**src/rtl/idli_decq_m.sv**
```systemverilog
// Decode queue: assembles 16-bit words from serial slices, binds inline-immediate
// instructions to their following word, and buffers DEPTH complete entries.
module idli_decq_m #(
   parameter int SLICE_W = 4,
   parameter int DEPTH   = 2
) (
   input  logic                     i_dq_gck,
   input  logic                     i_dq_rst,
   input  logic [SLICE_W-1:0]       i_dq_slice,
   input  logic                     i_dq_slice_vld,
   output logic                     o_dq_in_rdy,
   input  logic                     i_dq_flush,
   output logic                     o_dq_vld,
   input  logic                     i_dq_rdy,
   output logic [15:0]              o_dq_enc,
   output logic [15:0]              o_dq_imm,
   output logic                     o_dq_has_imm,
   output logic [$clog2(DEPTH):0]   o_dq_cnt
);

   localparam int SPW = 16 / SLICE_W;
   localparam int KW  = (SPW > 1) ? $clog2(SPW) : 1;
   localparam int PW  = $clog2(DEPTH);
   localparam int CW  = PW + 1;

   localparam logic [KW-1:0] K_LAST   = KW'(SPW - 1);
   localparam logic [CW-1:0] CNT_FULL = CW'(DEPTH);

   typedef struct packed {
      logic [15:0] enc;
      logic [15:0] imm;
      logic        has_imm;
      logic        cmp;
   } slot_t;

   slot_t          slot_q [DEPTH];
   slot_t          slot_d [DEPTH];
   logic [15:0]    word_q, word_d;
   logic [15:0]    asm_word;
   logic [KW-1:0]  k_q, k_d;
   logic           pend_q, pend_d;
   logic [PW-1:0]  wr_q, wr_d;
   logic [PW-1:0]  rd_q, rd_d;
   logic [PW-1:0]  last_ptr;
   logic [CW-1:0]  cnt_q, cnt_d;

   logic           accept;
   logic           word_done;
   logic           push;
   logic           fill_imm;
   logic           pop;
   logic           new_needs_imm;

   // LDM/STM and URX/GETP reuse C = 4'hF for other purposes and never take an immediate.
   function automatic logic needs_imm(input logic [15:0] enc);
      return (enc[15:12] == 4'hF)
          && (enc[3:1] != 3'b100)
          && !((enc[3:0] == 4'b1101) && !enc[8]);
   endfunction

   // An immediate always fits: its slot was allocated with the instruction.
   assign o_dq_in_rdy  = (cnt_q < CNT_FULL) || pend_q;
   assign o_dq_vld     = (cnt_q != '0) && slot_q[rd_q].cmp;
   assign o_dq_enc     = slot_q[rd_q].enc;
   assign o_dq_imm     = slot_q[rd_q].imm;
   assign o_dq_has_imm = slot_q[rd_q].has_imm;
   assign o_dq_cnt     = cnt_q;

   assign accept        = i_dq_slice_vld && o_dq_in_rdy && !i_dq_flush;
   assign word_done     = accept && (k_q == K_LAST);
   assign push          = word_done && !pend_q;
   assign fill_imm      = word_done && pend_q;
   assign pop           = o_dq_vld && i_dq_rdy && !i_dq_flush;
   assign last_ptr      = wr_q - PW'(1);
   assign new_needs_imm = needs_imm(asm_word);

   // Current word with the incoming slice merged at position k.
   always_comb begin
      asm_word = word_q;
      asm_word[int'(k_q) * SLICE_W +: SLICE_W] = i_dq_slice;
   end

   always_comb begin
      // NOTE: every variable gets a default up front so no path leaves it unassigned (no latches).
      slot_d = slot_q;
      word_d = word_q;
      k_d    = k_q;
      pend_d = pend_q;
      wr_d   = wr_q;
      rd_d   = rd_q;
      cnt_d  = cnt_q;

      if (i_dq_flush) begin
         k_d    = '0;
         pend_d = 1'b0;
         wr_d   = '0;
         rd_d   = '0;
         cnt_d  = '0;
         for (int i = 0; i < DEPTH; i++) begin
            slot_d[i].cmp = 1'b0;
         end
      end else begin
         if (accept) begin
            word_d = asm_word;
            k_d    = (k_q == K_LAST) ? '0 : k_q + KW'(1);
         end

         if (push) begin
            slot_d[wr_q] = '{enc: asm_word, imm: 16'h0000,
                             has_imm: new_needs_imm, cmp: !new_needs_imm};
            wr_d   = wr_q + PW'(1);
            pend_d = new_needs_imm;
         end else if (fill_imm) begin
            slot_d[last_ptr].imm = asm_word;
            slot_d[last_ptr].cmp = 1'b1;
            pend_d               = 1'b0;
         end

         if (pop) begin
            rd_d = rd_q + PW'(1);
         end

         cnt_d = cnt_q + CW'(push) - CW'(pop);
      end
   end

   always_ff @(posedge i_dq_gck) begin
      if (i_dq_rst) begin
         // NOTE: slot storage is cleared too, so the head outputs read zero straight after reset.
         for (int i = 0; i < DEPTH; i++) begin
            slot_q[i] <= '0;
         end
         word_q <= '0;
         k_q    <= '0;
         pend_q <= 1'b0;
         wr_q   <= '0;
         rd_q   <= '0;
         cnt_q  <= '0;
      end else begin
         // NOTE: non-blocking updates so every register samples the same pre-edge state.
         slot_q <= slot_d;
         word_q <= word_d;
         k_q    <= k_d;
         pend_q <= pend_d;
         wr_q   <= wr_d;
         rd_q   <= rd_d;
         cnt_q  <= cnt_d;
      end
   end

endmodule

```
**config.mk**
```make
export PLATFORM = sky130hd
export DESIGN_NAME = idli_decq_m
export DESIGN_NICKNAME = d
export VERILOG_FILES = /design/src/rtl/idli_decq_m.sv
export SDC_FILE = /design/constraint.sdc
export NUM_CORES = 1
export LEC_CHECK = 0
export ABC_AREA = 1
export CORE_ASPECT_RATIO = 1.5
export CORE_MARGIN = 2
export CORE_UTILIZATION = 30
export CTS_CLUSTER_SIZE = 40
export DETAILED_ROUTE_END_ITERATION = 6
export DONT_BUFFER_PORTS = 1
export SETUP_SLACK_MARGIN = 0.02
export SYNTH_ARGS = -nofsm -noshare
export SYNTH_HDL_FRONTEND = slang
export SYNTH_SLANG_ARGS = --single-unit
export TNS_END_PERCENT = 50
```
**constraint.sdc**
```tcl
create_clock -name i_dq_gck -period 2.48 [get_ports i_dq_gck]
set_input_delay 0.496 -clock i_dq_gck [delete_from_list [all_inputs] [get_ports i_dq_gck]]
set_output_delay 0.496 -clock i_dq_gck [all_outputs]
set_load 0.02 [all_outputs]
```
==> results.txt, run 1 <==
Synthesized area - 4200 µm²
Die Ht - 149 µm
Vias/cell - 4.85
CP max FO - 16
Initial DRT Pass Iterations - 4
Area leader, netlist - dfxtp_1
Hold crit path type - input port to flop
Crit-path slowest cell - dfxtp_1
Max-Cap Viols - 0
Via count - 3,853
Hold depth - 1
Max_slew headroom - 70.4%
Core Region - 13,900 µm²
Synthesized flop and latch total - 91
Num rows - 53
CP endpoint kind - flop
Vias in the first global route - 3,760
CP peak stage delay - 0.40 ns
Max Clock Freq - 438 MHz
Post-synth top area share - 43.3%
Area after DPL - 4380 µm²
Peak supply drop - 316 µV
Status - finished clean
P_sw - 0.692 mW
Tmin final - 2.28 ns
Post-Route WL - 11,800 µm
First-pass GRT wire length - 19,000 µm
WP data required - 2.75 ns
Area Growth Syn to Fin - 11.7%
Syn Inst Count - 629
Commonest non-fill, non-tap cell in the layout - nand2_1
Largest cells by area after synthesis - dfxtp_1, nand2_1, a21oi_1, nor2_1, ha_1
Worst R2R Path Depth - 11
Iter 0 DRT Violations - 214
DIE AREA - 15,000 µm²
PD cells - 638 nW/µm²
Worst-path clk slew - 0.07 ns
WL/cell - 14.9 µm
Count of pins over their slew limit - 0
Layout Skew - 0.0105 ns
CTS tree - built
YS warnings - 0
Final Util - 33.9%
Layout cells sized above 1 - 7.31%
RSZ-0062 raised after global routing - no
Syn_nets - 648
Port bufs - 0
Setup TNS - 0 ns
Clk Latency, worst-skew pair - 0.34 ns
Ys async rst share - 0%
Finished Cell Area - 4700 µm²
HPWL after DPL - 8120 µm
Antenna Cells - 0
Initial Utilization - 30.3%
Hold Fails Final Rpt - 0
Final Cycle Share - 92.1%
Num CTS Buffers - 9
Post-synth EDFFs - 0
Avg Cell Area, Syn - 6.68 µm²
Hold WS - 0.230 ns
Gr usage total - 16.3%
Setup-failing EPs final - 0
Internal - 2.30 mW
Leakage - 1.87 nW
Cts hold-fix bufs - 0
Longest Clk Path Bufs - 2
Initial antenna violation count - 0
Synth Flop Type - dfxtp_1
Commonest non-fill, non-tap cells in the layout - nand2_1, a21oi_1, dfxtp_1
CTS Sinks - 91
Combinational share of power - 3.9%
Crit-path cells - inv_2 -> nand2_2 -> nand3b_4 -> nor2_4 -> nand2_1 -> inv_1 -> ha_1 -> or2_1 -> nor2_8 -> nand3_1 -> a21oi_1
Clk root buf - clkbuf_16
Die X - 101 µm
Seq pwr share - 49.6%
Fin nets - 643
# IOs - 46
Switching Fraction - 23.1%
GP Congestion - 0.868
Synth unique cells - 30
Aggregate global routing overflow - 0
Post-DRT Antenna Nets - 0
Clock power frac - 46.4%
H-tree depth - 3
Sequential-to-total area share from yosys stat - 43.3%
Critical path type - flop to flop
Worst slew pin tran - 0.443 ns
Worst setup SP type - flop
Largest net degree at the start of global routing - 69
DRC - 0
Worst Path Arrival - 2.56 ns
-- power by group through the flow --
stage               logic [mW]  clock network [mW]  registers (mW)
global route             0.135                1.47            1.49
finish                   0.117                1.39            1.49
CTS                      0.116                1.42            1.49
floorplan               0.0986                   0            1.52
global placement         0.115                   0            1.52
detailed placement       0.115                   0            1.52
-- final cells by class --
cell class | instances | area [µm²]
Clock buffer | 10 | 229
Clock inverter | 6 | 72.6
Fill cell | 1539 | 9160
Inverter | 36 | 135
Multi-Input combinational cell | 471 | 2120
Sequential cell | 91 | 1820
Tap cell | 165 | 206
Timing Repair Buffer | 15 | 113
-- metrics by stage --
step | setup slack (ns) | total power, mW | cells
floorplan | 0.317 | 1.62 | 629
global placement | 0.168 | 1.64 | 778
detailed placement | 0.172 | 1.64 | 778
CTS | 0.176 | 3.03 | 794
global route | 0.0583 | 3.09 | 794
finish | 0.195 | 3.00 | 794
-- final timing paths --
kind                                 from                 endpoint  slack (ns)
hold / removal                   i_dq_rst  slot_q[36]$_SDFFE_PP0P_        0.23
hold reg to reg   slot_q[54]$_SDFFE_PP0P_  slot_q[54]$_SDFFE_PP0P_        0.46
setup reg to reg      pend_q$_SDFFE_PP0N_  slot_q[44]$_SDFFE_PP0P_        0.20
setup / recovery      pend_q$_SDFFE_PP0N_  slot_q[44]$_SDFFE_PP0P_        0.20
-- registers in the layout, indices dropped and copies added (netlist names) --
signal    cells
slot_q       68
word_q       16
k_q           2
o_dq_cnt      2
pend_q        1
rd_q          1
wr_q          1
-- synthesized netlist by cell type (2+ instances only) --
cell      count
a21oi_1      92
a22oi_1       3
buf_4         2
buf_6         2
clkbuf_1     25
dfxtp_1      91
ha_1         10
inv_1        33
inv_2         2
nand2_1     262
nand2_2       4
nand3_1      11
nand4_1       2
nor2_1       53
o21ai_0      22
-- timing repair --
item	in CTS	in global routing
gates resized for setup	0	5
buffers inserted	0	0
endpoints found under the setup margin	0	5
-- routing by layer --
layer	global-route usage, %	part of all wire, %	up-vias
li1	-	-	1987
met1	18.4	42	1799
met2	29.4	52	55
met3	3.89	3.9	12
met4	5.68	2.1	0
met5	0	0	-
-- cells by family after synthesis --
logic type / after synthesis / synth area share (%)
fa+ha+maj: 10 / 2.98
xor+xnor: 2 / 0.417
flops: 91 / 43.3
buf+inv: 67 / 6.55
compound gates: 120 / 14.6
simple gates: 339 / 32.1
-- critical path, delay by kind of cell (launching register included) --
| family | cells | cell delay (ns) |
|---|---|---|
| AOI/OAI and AO/OA | 1 | 0.14 |
| and+or+nand+nor | 7 | 1.18 |
| adders and majority gates | 1 | 0.25 |
| DFF | 1 | 0.40 |
| buffers and inverters | 2 | 0.23 |
(Power assumes the default switching activity.)
==> inputs of run 2 (changes only) <==
- CAP_MARGIN: default -> 10
- PLACE_DENSITY: default -> 0.49
==> results.txt, run 2 (same netlist as run 1, synthesis figures left out) <==
Num CTS Buffers - 9
HPWL after DPL - 8600 µm
CP max FO - 16
Cell count after placement - 779
Layout cells sized above 1 - 7.14%
Max FFs per register - 68
Vias/cell - 4.94
RSZ-0062 raised after global routing - no
Crit-path slowest cell - dfxtp_1
P_sw - 0.683 mW
Switching Fraction - 22.5%
Max_slew headroom - 67.4%
R2R Path End - slot_q[44]$_SDFFE_PP0P_
Commonest non-fill, non-tap cells in the layout - nand2_1, a21oi_1, dfxtp_1
Setup TNS - 0 ns
Core Region - 13,900 µm²
Antenna Cells - 0
Clk Latency, worst-skew pair - 0.34 ns
CTS tree - built
Post-layout instance count excluding filler cells - 795
Leakage - 1.88 nW
Aggregate global routing overflow - 0
Hold crit path type - input port to flop
Initial Utilization - 30.3%
Worst slew pin tran - 0.489 ns
First-pass GRT wire length - 20,000 µm
Clk root buf - clkbuf_16
CP peak stage delay - 0.39 ns
Initial DRT Pass Iterations - 5
Post-Route WL - 12,500 µm
Final Util - 34.0%
Final Cycle Share - 91.2%
Commonest non-fill, non-tap cell in the layout - nand2_1
R2R setup slack - 0.22 ns
Area Growth Syn to Fin - 12.0%
Combinational share of power - 3.9%
DRC - 0
Multi-input logic area - 2110 µm²
Worst R2R Path Depth - 11
Internal - 2.35 mW
Min-delay src - i_dq_rst
Fin nets - 644
PD cells - 644 nW/µm²
WL/cell - 15.7 µm
Via count - 3,930
Port bufs - 0
Max Clock Freq - 442 MHz
Worst Path Arrival - 2.53 ns
DIE AREA - 15,000 µm²
Longest Clk Path Bufs - 2
CP endpoint kind - flop
Hold Fails Final Rpt - 0
Die X - 101 µm
CTS Sinks - 91
Tmin final - 2.26 ns
Critical path type - flop to flop
Largest net degree at the start of global routing - 69
FF+latch area - 1820 µm²
Status - finished clean
DP Worst Slack - 0.171 ns
Hold depth - 1
Vias in the first global route - 3,807
WP data required - 2.75 ns
Gr usage total - 17.0%
Post-DRT Antenna Nets - 0
Hold Path Sink - slot_q[35]$_SDFFE_PP0P_
Die Ht - 149 µm
Num rows - 53
Top flop regs - slot_q (68), word_q (16)
Worst-path clk slew - 0.07 ns
Fill count - 1,519
RR Startpoint - pend_q$_SDFFE_PP0N_
Worst setup SP type - flop
Biggest register - slot_q
Crit-path cells - inv_2 -> nand2_2 -> nand3b_4 -> nor2_4 -> nand2_1 -> inv_1 -> ha_1 -> or2_1 -> nor2_8 -> nand3_1 -> a21oi_1
Setup-failing EPs final - 0
Iter 0 DRT Violations - 204
# Post-CTS Setup Buffers - 0
Clock power frac - 47.0%
Max-Cap Viols - 0
GP Congestion - 0.828
H-tree depth - 3
Worst setup margin - 0.217 ns
Peak supply drop - 298 µV
# IOs - 46
Count of pins over their slew limit - 0
Layout Skew - 0.00876 ns
Final Power - 3.03 mW
Initial antenna violation count - 0
Seq pwr share - 49.1%
## run 2: per-stage QoR
stage	hold WS [ns]	area, µm²
after floorplan	0.444	4200
after global placement	0.447	4390
after detailed placement	0.450	4390
after CTS	0.216	4700
after global routing	0.218	4710
final	0.233	4710
## run 2: worst max-delay path by stage
stage | start | to | slack (ns) | cells after the start
2_1_floorplan | pend_q$_SDFFE_PP0N_ | slot_q[43]$_SDFFE_PP0P_ | 0.32 | 13
3_3_place_gp | k_q[0]$_SDFFE_PP0N_ | slot_q[34]$_SDFFE_PP0P_ | 0.17 | 10
3_5_place_dp | k_q[0]$_SDFFE_PP0N_ | slot_q[34]$_SDFFE_PP0P_ | 0.17 | 10
4_1_cts | k_q[0]$_SDFFE_PP0N_ | slot_q[34]$_SDFFE_PP0P_ | 0.18 | 10
5_1_grt | pend_q$_SDFFE_PP0N_ | slot_q[46]$_SDFFE_PP0P_ | 0.03 | 11
6_report | pend_q$_SDFFE_PP0N_ | slot_q[44]$_SDFFE_PP0P_ | 0.22 | 11
## run 2: critical path, delay by kind of cell (launching register included)
family | cells | cell delay, ns
AND/OR/NAND/NOR | 7 | 1.17
flip-flops | 1 | 0.39
adder cells (fa/ha/maj) | 1 | 0.26
buffers and inverters | 2 | 0.24
AO/OA/AOI/OAI | 1 | 0.13
## run 2: layout make-up
cell class	count	share of cell area [%]
multi-input combinational	471	44.8
sequential	91	38.7
clock buffer	11	5.37
tap	165	4.38
inverter	36	2.87
timing repair buffer	16	2.55
clock inverter	5	1.30
## run 2: timing repair
action,CTS,global route
resized for setup,0,2
hold buffers,0,0
setup endpoints to repair,0,4
hold endpoints to repair,0,0
## run 2: power groups by stage
stage	Clock [mW]	Combinational [mW]	Sequential [mW]
finish	1.43	0.118	1.49
global route	1.52	0.134	1.49
CTS	1.46	0.117	1.49
detailed placement	0	0.116	1.52
global placement	0	0.116	1.52
floorplan	0	0.0986	1.52
## run 2: metal layers
layer / vias to the layer above / part of all wire (%) / routed length (µm) / global-route usage, %
met3: 11 / 4.4 / 545 / 3.66
met5: - / 0 / 0 / 0
li1: 1986 / - / - / -
met1: 1850 / 44 / 5450 / 20.5
met2: 83 / 51 / 6310 / 30.0
met4: 0 / 1.4 / 171 / 5.07
==> inputs of run 3 (changes only) <==
- CORE_MARGIN: 2 -> default
- CORE_UTILIZATION: 30 -> 45
- DONT_BUFFER_PORTS: 1 -> default
- PLACE_DENSITY: 0.49 -> 0.71
==> results.txt, run 3 (same netlist as run 1, synthesis figures left out) <==
Worst setup SP type - flop
Fill count - 883
Leakage - 2.06 nW
Post-Route WL - 10,900 µm
Worst slew pin tran - 0.481 ns
Hold depth - 2
Largest net degree at the start of global routing - 40
Clk Latency, worst-skew pair - 0.34 ns
Iter 0 DRT Violations - 406
Aggregate global routing overflow - 0
Layout Skew - 0.00941 ns
Finished Cell Area - 5100 µm²
Antenna Cells - 0
Post-layout instance count excluding filler cells - 791
Hold crit path type - flop to flop
Hold Fails Final Rpt - 0
Hold WS - 0.464 ns
Area after DPL - 4820 µm²
First-pass GRT wire length - 18,000 µm
CP max FO - 21
Max_slew headroom - 67.9%
HPWL after DPL - 7730 µm
Tmin final - 2.35 ns
Area Growth Syn to Fin - 21.3%
Vias in the first global route - 3,814
Worst-path clk slew - 0.06 ns
Max Clock Freq - 425 MHz
Biggest register - slot_q
Gr usage total - 24.1%
PD cells - 568 nW/µm²
Clk root buf - clkbuf_16
DP Worst Slack - -0.0347 ns
Worst R2R Path Depth - 11
Critical path type - flop to primary output
Count of pins over their slew limit - 0
Post-DRT Antenna Nets - 0
Num CTS Buffers - 9
Initial Utilization - 47.0%
Top flop regs - slot_q (68), word_q (16)
DRC - 0
Vias/cell - 5.25
CTS tree - built
Worst setup margin - 0.127 ns
Commonest non-fill, non-tap cell in the layout - nand2_1
Longest Clk Path Bufs - 2
RSZ-0062 raised after global routing - no
Worst Path Arrival - 1.86 ns
Setup TNS - 0 ns
Initial DRT Pass Iterations - 5
Die Ht - 120 µm
Layout cells sized above 1 - 7.05%
Max-Cap Viols - 0
CTS Sinks - 91
Fin nets - 695
Cell count after placement - 775
Initial antenna violation count - 0
Status - finished clean
Final Cycle Share - 94.9%
Num rows - 42
WL/cell - 13.8 µm
Commonest non-fill, non-tap cells in the layout - nand2_1, a21oi_1, dfxtp_1
Max FFs per register - 68
Peak supply drop - 413 µV
GP Congestion - 0.869
CP endpoint kind - primary output
Final Util - 57.1%
Via count - 4,155
Setup-failing EPs final - 0
Final Power - 2.90 mW
Cts hold-fix bufs - 0
WP data required - 1.98 ns
Core Region - 8930 µm²
DIE AREA - 9740 µm²
# IOs - 46
Die X - 80.9 µm
H-tree depth - 3
# Post-CTS Setup Buffers - 0
Port bufs - 45
## run 3: cell count changes in the layout (fill, tap and decap cells not counted), sizes merged
cell	previous run	this run
inv	35	36
bufinv	1	0
clkinvlp	3	0
clkbuf	11	12
buf	16	23
clkdlybuf4s50	0	44
clkinv	2	4
## run 3: layout make-up
type / instances / area, µm² / share of cell area [%]
inverters: 36 / 135 / 2.65
well taps: 110 / 138 / 2.70
clock inverters: 4 / 23.8 / 0.466
flip-flops and latches: 91 / 1820 / 35.7
clock buffers: 12 / 246 / 4.84
repair buffers: 67 / 627 / 12.3
multi-input cells: 471 / 2110 / 41.3
## run 3: what timing repair did
item | 4_1_cts | 5_1_grt
hold endpoints to repair | 0 | 0
endpoints found under the setup margin | 0 | 1
gates resized for setup | 0 | 1
## run 3: critical path, stage by stage, from the launching register on
cell             delay [ns]
dfxtp_1                0.41
buf_6                  0.22
o22ai_1                0.11
nor2_1                 0.14
clkdlybuf4s50_1        0.62
## run 3: worst paths after layout
check | startpoint | endpoint | slack [ns]
worst max-delay path | rd_q$_SDFFE_PP0P_ | o_dq_vld | 0.13
worst min-delay path | slot_q[21]$_SDFFE_PP0P_ | slot_q[21]$_SDFFE_PP0P_ | 0.46
worst max register to register | k_q[0]$_SDFFE_PP0N_ | slot_q[44]$_SDFFE_PP0P_ | 0.30
worst min register to register | slot_q[21]$_SDFFE_PP0P_ | slot_q[21]$_SDFFE_PP0P_ | 0.46
## run 3: report_power, final
part           total [mW]  switching [mW]  leakage (nW)  internal [mW]
clock                1.26           0.550         0.137          0.705
sequential           1.49         0.00890         0.736           1.48
combinational       0.154           0.107          1.19         0.0473
total                2.90           0.666          2.06           2.23
## run 3: routing by layer
layer / vias to the layer above / track usage, % / wire length (µm)
li1: 2077 / - / -
met1: 1938 / 31.7 / 4790
met2: 127 / 39.5 / 5430
met3: 13 / 3.32 / 546
met4: 0 / 9.04 / 174
met5: - / 0 / 0
